--- src/rtl/edge_evt_pkg.sv ---
// Shared encodings for the edge-event scheduler: channel mode values and output FSM states.
package edge_evt_pkg;

  localparam logic [1:0] MODE_OFF  = 2'b00;
  localparam logic [1:0] MODE_RISE = 2'b01;
  localparam logic [1:0] MODE_FALL = 2'b10;
  localparam logic [1:0] MODE_ANY  = 2'b11;

  typedef enum logic {
    S_IDLE    = 1'b0,
    S_PRESENT = 1'b1
  } state_e;

endpackage

--- src/rtl/edge_evt_sched_edge_det.sv ---
// Single-channel edge detector with mode qualification.
// Optional input debounce is enabled by defining DEBOUNCE_EN.
module edge_det
  import edge_evt_pkg::*;
#(
  parameter int DB_CYC = 16
) (
  input  logic       clk,
  input  logic       rst_n,
  input  logic       in_i,
  input  logic [1:0] mode_i,
  output logic       qualify_o,
  output logic       rise_o
);

  logic prev_q;
  logic prev_d;
  logic det_in_s;
  logic rise_s;
  logic fall_s;
  logic rise_en_s;
  logic fall_en_s;

`ifdef DEBOUNCE_EN
  localparam int CNT_W = $clog2(DB_CYC + 1);

  logic [CNT_W-1:0] cnt_q;
  logic [CNT_W-1:0] cnt_d;
  logic             filt_q;
  logic             filt_d;

  // The filtered level follows the input only after DB_CYC consecutive differing cycles.
  always_comb begin
    cnt_d  = '0;
    filt_d = filt_q;
    if (in_i != filt_q) begin
      if (cnt_q == CNT_W'(DB_CYC - 1)) begin
        filt_d = in_i;
        cnt_d  = '0;
      end else begin
        cnt_d  = cnt_q + CNT_W'(1);
      end
    end else begin
      cnt_d = '0;
    end
  end

  always_ff @(posedge clk or negedge rst_n) begin
    if (!rst_n) begin
      cnt_q  <= '0;
      filt_q <= 1'b0;
    end else begin
      cnt_q  <= cnt_d;
      filt_q <= filt_d;
    end
  end

  assign det_in_s = filt_q;
`else
  logic [31:0] db_cyc_unused_s;
  assign db_cyc_unused_s = DB_CYC;
  assign det_in_s        = in_i;
`endif

  assign prev_d = det_in_s;

  always_ff @(posedge clk or negedge rst_n) begin
    if (!rst_n) begin
      prev_q <= 1'b0;
    end else begin
      prev_q <= prev_d;
    end
  end

  assign rise_s    = det_in_s & ~prev_q;
  assign fall_s    = ~det_in_s & prev_q;
  assign rise_en_s = (mode_i == MODE_RISE) || (mode_i == MODE_ANY);
  assign fall_en_s = (mode_i == MODE_FALL) || (mode_i == MODE_ANY);
  assign qualify_o = (rise_s & rise_en_s) | (fall_s & fall_en_s);
  assign rise_o    = rise_s;

endmodule

--- src/rtl/edge_evt_sched.sv ---
// Multi-channel edge-event scheduler: per-channel pending capture and round-robin
// sharing of one valid/ready event port. Define DEBOUNCE_EN to filter inputs.
module edge_evt_sched
  import edge_evt_pkg::*;
#(
  parameter  int N_CH   = 4,
  parameter  int DB_CYC = 16,
  localparam int CH_W   = $clog2(N_CH)
) (
  input  logic              clk,
  input  logic              rst_n,
  input  logic [N_CH-1:0]   in,
  input  logic [2*N_CH-1:0] mode,
  output logic              ev_valid,
  input  logic              ev_ready,
  output logic [CH_W-1:0]   ev_ch,
  output logic              ev_rise,
  output logic [N_CH-1:0]   overrun,
  input  logic              ovr_clr
);

  logic [N_CH-1:0] qual_s;
  logic [N_CH-1:0] rise_s;

  logic [N_CH-1:0] pending_q;
  logic [N_CH-1:0] pending_d;
  logic [N_CH-1:0] pend_rise_q;
  logic [N_CH-1:0] pend_rise_d;
  logic [N_CH-1:0] overrun_q;
  logic [N_CH-1:0] overrun_d;
  logic [N_CH-1:0] ovr_set_s;
  logic [N_CH-1:0] clr_s;

  state_e          state_q;
  state_e          state_d;
  logic            ev_valid_q;
  logic            ev_valid_d;
  logic [CH_W-1:0] ev_ch_q;
  logic [CH_W-1:0] ev_ch_d;
  logic            ev_rise_q;
  logic            ev_rise_d;
  logic [CH_W-1:0] ptr_q;
  logic [CH_W-1:0] ptr_d;

  logic            sel_found_s;
  logic [CH_W-1:0] sel_idx_s;
  logic [CH_W-1:0] idx_s;
  logic            load_s;

  for (genvar g = 0; g < N_CH; g++) begin : g_ch
    edge_det #(
      .DB_CYC(DB_CYC)
    ) u_det (
      .clk      (clk),
      .rst_n    (rst_n),
      .in_i     (in[g]),
      .mode_i   (mode[2*g+1:2*g]),
      .qualify_o(qual_s[g]),
      .rise_o   (rise_s[g])
    );
  end

  // Scan from farthest to nearest so the channel right after ptr wins.
  always_comb begin
    sel_found_s = 1'b0;
    sel_idx_s   = '0;
    idx_s       = '0;
    for (int k = N_CH; k >= 1; k--) begin
      idx_s       = CH_W'((int'(ptr_q) + k) % N_CH);
      sel_found_s = sel_found_s | pending_q[idx_s];
      sel_idx_s   = pending_q[idx_s] ? idx_s : sel_idx_s;
    end
  end

  always_comb begin
    state_d    = state_q;
    ev_valid_d = ev_valid_q;
    load_s     = 1'b0;
    case (state_q)
      S_IDLE: begin
        if (sel_found_s) begin
          load_s     = 1'b1;
          state_d    = S_PRESENT;
          ev_valid_d = 1'b1;
        end else begin
          state_d    = S_IDLE;
          ev_valid_d = 1'b0;
        end
      end
      S_PRESENT: begin
        if (ev_ready) begin
          if (sel_found_s) begin
            load_s     = 1'b1;
            state_d    = S_PRESENT;
            ev_valid_d = 1'b1;
          end else begin
            state_d    = S_IDLE;
            ev_valid_d = 1'b0;
          end
        end else begin
          state_d    = S_PRESENT;
          ev_valid_d = 1'b1;
        end
      end
      default: begin
        state_d    = S_IDLE;
        ev_valid_d = 1'b0;
      end
    endcase
    ev_ch_d   = load_s ? sel_idx_s : ev_ch_q;
    ev_rise_d = load_s ? pend_rise_q[sel_idx_s] : ev_rise_q;
    ptr_d     = load_s ? sel_idx_s : ptr_q;
  end

  // A slot being handed to the output this cycle may accept a new edge.
  always_comb begin
    pending_d   = pending_q;
    pend_rise_d = pend_rise_q;
    ovr_set_s   = '0;
    clr_s       = '0;
    for (int i = 0; i < N_CH; i++) begin
      clr_s[i] = load_s && (sel_idx_s == CH_W'(i));
      if (qual_s[i]) begin
        if (!pending_q[i] || clr_s[i]) begin
          pending_d[i]   = 1'b1;
          pend_rise_d[i] = rise_s[i];
        end else begin
          ovr_set_s[i]   = 1'b1;
        end
      end else if (clr_s[i]) begin
        pending_d[i] = 1'b0;
      end else begin
        pending_d[i] = pending_q[i];
      end
    end
    overrun_d = (ovr_clr ? '0 : overrun_q) | ovr_set_s;
  end

  always_ff @(posedge clk or negedge rst_n) begin
    if (!rst_n) begin
      pending_q   <= '0;
      pend_rise_q <= '0;
      overrun_q   <= '0;
      state_q     <= S_IDLE;
      ev_valid_q  <= 1'b0;
      ev_ch_q     <= '0;
      ev_rise_q   <= 1'b0;
      ptr_q       <= CH_W'(N_CH - 1);
    end else begin
      pending_q   <= pending_d;
      pend_rise_q <= pend_rise_d;
      overrun_q   <= overrun_d;
      state_q     <= state_d;
      ev_valid_q  <= ev_valid_d;
      ev_ch_q     <= ev_ch_d;
      ev_rise_q   <= ev_rise_d;
      ptr_q       <= ptr_d;
    end
  end

  assign ev_valid = ev_valid_q;
  assign ev_ch    = ev_ch_q;
  assign ev_rise  = ev_rise_q;
  assign overrun  = overrun_q;

endmodule

--- config.mk ---
export PLATFORM = sky130hd
export DESIGN_NAME = edge_evt_sched
export DESIGN_NICKNAME = d
export VERILOG_FILES = /design/src/rtl/edge_evt_pkg.sv /design/src/rtl/edge_evt_sched_edge_det.sv /design/src/rtl/edge_evt_sched.sv
export SDC_FILE = /design/constraint.sdc
export NUM_CORES = 1
export LEC_CHECK = 0
export ABC_CLOCK_PERIOD_IN_PS = 3300
export CORE_MARGIN = 2
export CORE_UTILIZATION = 51
export CTS_CLUSTER_DIAMETER = 50
export DETAILED_ROUTE_END_ITERATION = 8
export PLACE_DENSITY = 0.84
export SKIP_LAST_GASP = 1
export SLEW_MARGIN = 20
export SYNTH_ARGS = -nofsm -noshare
export SYNTH_HDL_FRONTEND = slang
export SYNTH_SLANG_ARGS = --single-unit
export TNS_END_PERCENT = 5
--- constraint.sdc ---
create_clock -name clk -period 3.3 [get_ports clk]
set_input_delay 0.66 -clock clk [delete_from_list [all_inputs] [get_ports clk]]
set_output_delay 0.66 -clock clk [all_outputs]
set_load 0.01 [all_outputs]
Yosys cells after proc, flatten, opt, wreduce, memory -nomap -nowiden

Cells that the tools add are included.

Multiply operators: 0
Bitwise gates (word level): 33
Order comparisons: 5
Shifts and indexed selects: 0
Reduce and logical (&&, ||, !) cells: 33
Div/mod/pow operators: 0
Multiplexer cells: 40
Equality and inequality tests: 19
Add/sub/neg operators: 4

Operators by type and width:

| cell                | number |
|---|---|
| $mux 1              | 28 |
| $eq 2x2->1 const B  | 10 |
| $and 1x1->1         | 16 |
| $reduce_and 2->1    | 8 |
| $lt 2x3->1 const B  | 5 |
| $logic_or 1x1->1    | 12 |
| $bmux 1 s2          | 5 |
| $eq 2x1->1 const B  | 5 |
| $not 1->1           | 9 |
| $mux 2              | 4 |
| $ne 2x2->1 const B  | 4 |
| $reduce_bool 2->1   | 4 |
| $or 1x1->1          | 7 |
| $add 2x1->2 const B | 2 |
| $add 2x2->2 const B | 2 |
| $logic_and 1x1->1   | 4 |
| $logic_not 1->1     | 4 |
| $mux 4              | 1 |
| $or 4x4->4          | 1 |
| $pmux 1 s2          | 2 |
| $logic_not 2->1     | 1 |

Memory bits (read-only): 0
Bits in writable memories: 0
Register bits: 22
Bits in latches: 0
Output and inout port bits: 8
Bits of input ports: 16
Logic and storage cells: 151
Memories: 0

Depth between registers and ports, before layout

Depth in word-level cells: 14
Gate-level depth with buffers: 5
Depth with buffers taken out: 5

By module

A second synthesis with hierarchy kept.

Cells, all modules: 109
Area total of the unflattened synthesis: 1129.8 um^2

By module, submodules not included:

| module         | area an instance (um^2) | sequential area each (um^2) | cells an instance | times used |
|---|---|---|---|---|
| edge_evt_sched | 924.6                   | 452.9                       | 93                | 1 |
| edge_det       | 51.3                    | 25.0                        | 4                 | 4 |

Least setup slack after synthesis

No wires, ideal clock.

Path type: reg2reg
Start: reg ptr_q[1]
End: reg ev_rise_q, in the netlist ev_rise
Clock period less this slack: 1.951 ns
Slack: 1.349 ns
Required time: 3.175 ns
Path buffers: 0
Arrival: 1.826 ns
Setup time: 0.125 ns
Stages on the path, launching flop included: 6
Cell sequence: dfstp_2 mux2i_1 o22ai_1 o21ba_4 mux4_2 mux2_4

Cells in the longest elaborated chain, start to end: 9
Elaborated cells on any way between the ends: 24
Classes of those cells: add/sub: 4; mux: 17; bitwise: 3

Ends and longest elaborated chain:

| item                                                       | line                                                             | RTL |
|---|---|---|
| start: declaration                                         | edge_evt_sched.sv:42                                             | `logic [CH_W-1:0] ptr_q;` |
| start signal: assignment                                   | edge_evt_sched.sv:148                                            | `ptr_q <= CH_W'(N_CH - 1);` |
| start signal: assignment                                   | edge_evt_sched.sv:157                                            | `ptr_q <= ptr_d;` |
| $add 2x1->2 or $add 2x2->2 (tied branches)                 | edge_evt_sched.sv:69                                             | `idx_s = CH_W'((int'(ptr_q) + k) % N_CH);` |
| $bmux 1 s2                                                 | edge_evt_sched.sv:70, edge_evt_sched.sv:71                       |  |
| $mux 1 (implied by the code)                               | edge_evt_sched.sv:70, edge_evt_sched.sv:71                       |  |
| $mux 2 or $or 1x1->1 (tied branches) (3 in a row)          | edge_evt_sched.sv:71, edge_evt_sched.sv:70                       |  |
| $mux 2 or $mux 1 (tied branches)                           | edge_evt_sched.sv:71, edge_evt_sched.sv:81, edge_evt_sched.sv:92 |  |
| $bmux 1 s2 or $mux 1 (tied branches)                       | edge_evt_sched.sv:111, edge_evt_sched.sv:91                      |  |
| $mux 1 (implied by the code) or $pmux 1 s2 (tied branches) | edge_evt_sched.sv:111, edge_evt_sched.sv:79                      |  |
| end signal: assignment                                     | edge_evt_sched.sv:156                                            | `ev_rise_q <= ev_rise_d;` |
| end: declaration                                           | edge_evt_sched.sv:40                                             | `logic ev_rise_q;` |

Parallel ways exist; a longest one is shown, timed or not. The select of a mux whose other input is x is not followed.
A chain may end at the register's enable or synchronous reset.

Worst setup path after layout

Ends and elaborated chain as after synthesis.

==> results.md <==
* Status: finished clean
* First-pass GRT wire length at 3490 µm
* Clock Latency Late Sink at 310 ps
* Clock skew at 9.14 ps
* Largest net degree at the start of global routing at 23
* Clock share of power at 11.7%
* Startpoint types: flip-flop
* Setup ws final at 1170 ps
* Area delta synth->final at 28.4%
* ANT cells at 0
* Max VDD drop at 0.000421 V
* Post-DRT Antenna Nets at 0
* Initial antenna violation count at 0
* Critical Path RT at 3510 ps
* GRT Overall Usage at 19.7%
* Final Util at 67.8%
* Final GP Congestion at 0.782
* Synth Register Bits at 22
* Drt first pass iters at 4
* Total grt overflow at 0
* Worst slack, placed at 1010 ps
* # port buffers at 23
* Multi-input gate area at 433 µm²
* Mapped Cells at 96
* Longest Clk Path Bufs at 2
* Least-Margin Pin Slew at 492 ps
* Row cnt at 16
* Fin. Hold Viols at 0
* Max Clock Freq at 0.469 GHz
* Die H at 48.4 µm
* Setup violations, final at 0
* Cts hold-fix bufs at 0
* Area fraction of the dominant cell type after synthesis at 49.8%
* Total Power at 1.07 mW
* Worst-path maximum fanout at 7
* IO Count at 24
* Cell count after placement at 146
* Slew headroom at 67.0%
* Die footprint at 0.00234 mm²
* Max H-tree Level at 1
* Comb power frac at 45.3%
* Sw Ratio at 37.3%
* Final std cells w/o fill at 150
* Asr flop ratio synth at 100%
* Number of max-cap violations at 0
* EDFF count, synth at 0
* Vias post-DR at 807
* CP Data Arrival Time at 2340 ps
* Filler instances at 147
* Syn Nets at 112
* Reg area at 553 µm²
* Synth area leader: dfrtp_1
* Yosys warnings at 0
* Final net count at 140
* Routed wire length at 2050 µm
* Max-slew violations at 0
* Clock tree root driver cell: clkbuf_4
* Setup TNS at 0 ps
* Most common cell in the netlist: dfrtp_1
* Top FF cell, synth: dfrtp_1
* CTS tree: built
* Critical path class: reg2reg
* Clk slew on worst S/H paths at 120 ps
* Avg WL per Cell at 13.6 µm
* HP Class: in2async
* Fraction of final layout cells sized beyond drive strength 1 at 8.13%
* Synthesized area at 0.00100 mm²
* Avg Inst Size Synth at 10.5 µm²
* DRC at 0
* TritonCTS buffer count at 3
* Netlist cell types at 27
* Initial drt markers at 21
* Synth top cells by count: dfrtp_1 (20), nand2_1 (16), nor2_1 (9)
* Starting Density at 52.8%
* DP HPWL at 1530 µm
* Sequential share of power at 43.1%
* Width of the die at 48.4 µm
* Crit end category: flip-flop
* P_leak at 0.535 nW
* RSZ-0062 raised after global routing: false
* Post-CTS setup buffers at 0
* Sw power at 0.399 mW
* Crit path time final at 2130 ps
* Core box area at 0.00190 mm²
* Clk sink count at 22
* Number of global-route vias before repair at 785
* Internal at 0.670 mW
* Post-cts repair resize count at 0
* PD cells at 828 mW/mm²
* Sequential-to-total area share from yosys stat at 55.0%
* DR vias/cell at 5.38
* Leading cell types by total area after synthesis: dfrtp_1 (50%), nand2_1 (6.0%), dfstp_2 (5.2%)
* Final Cycle Share at 64.6%
==> per-stage QoR <==
| stage | area, µm² | hold WS, ps |
|---|---|---|
| 2_1_floorplan | 1000 | 364 |
| 3_3_place_gp | 1270 | 464 |
| 3_5_place_dp | 1270 | 467 |
| 4_1_cts | 1290 | 495 |
| 5_1_grt | 1290 | 309 |
| 6_report | 1290 | 289 |
==> sequential cells by signal, summed over array words and instances, names as in the netlist <==
| signal | flops |
|---|---|
| ev_valid | 1 |
| g_ch.u_det.prev_q | 4 |
| pending_q | 4 |
| pend_rise_q | 4 |
| ptr_q | 2 |
| ev_ch | 2 |
| ev_rise | 1 |
| overrun | 4 |
==> worst paths after layout <==
path                            end  depth (start not counted)  startpoint  slack [ps]
min in group clk           ev_ch[1]                          2    ev_ch[1]         490
min reg2reg                ev_ch[1]                          2    ev_ch[1]         490
max                         ev_rise                          5    ptr_q[1]        1170
max in group asynchronous  ptr_q[1]                          1       rst_n        2650
min                        ev_valid                          1       rst_n         290
max reg2reg                 ev_rise                          5    ptr_q[1]        1170
==> cell usage in the layout, fill, tap and decap left out, types with 3 or more instances in the layout <==
| cell type | synthesis | layout |
|---|---|---|
| nand3b_1 | 3 | 3 |
| nor2_1 | 9 | 9 |
| inv_1 | 5 | 5 |
| o211ai_1 | 4 | 4 |
| dfrtp_1 | 20 | 20 |
| o22ai_1 | 5 | 5 |
| nand2b_1 | 3 | 3 |
| o21a_1 | 4 | 4 |
| clkdlybuf4s50_1 | 0 | 22 |
| clkbuf_4 | 0 | 3 |
| o21ai_0 | 5 | 5 |
| nand2_1 | 16 | 16 |
==> power by group through the flow <==
stage | Combinational (mW) | Clock (mW) | Sequential (mW)
6_report | 0.484 | 0.125 | 0.460
5_1_grt | 0.527 | 0.143 | 0.475
4_1_cts | 0.488 | 0.131 | 0.458
3_5_place_dp | 0.484 | 0 | 0.461
3_3_place_gp | 0.462 | 0 | 0.456
2_1_floorplan | 0.313 | 0 | 0.453
==> cell type report <==
class,instances,area share [%]
Inverter,5,1.45
Tap cell,27,2.62
Timing Repair Buffer,23,17.5
Clock buffer,4,2.04
Multi-Input combinational cell,69,33.6
Sequential cell,22,42.9
==> cell families after synthesis <==
kind of cell | synth area share [%]
AND/OR/NAND/NOR | 16.1
AO/OA/AOI/OAI | 20.2
flip-flops | 55.0
multiplexers | 6.85
buffers and inverters | 1.87
==> critical path, stage by stage (launching register included) <==
cell and delay (ps):
dfstp_2 610, mux2i_1 240, o22ai_1 150, o21ba_4 280, mux4_2 490, mux2_4 260
==> metal layers <==
layer / GRT usage (%) / vias to the layer above / wire [µm]
met4: 9.52 / 0 / 46
li1: - / 400 / -
met3: 4.94 / 6 / 105
met5: 0 / - / 0
met2: 32.9 / 27 / 1010
met1: 23.9 / 374 / 879
No activity file was read; power rests on OpenSTA's default activity.
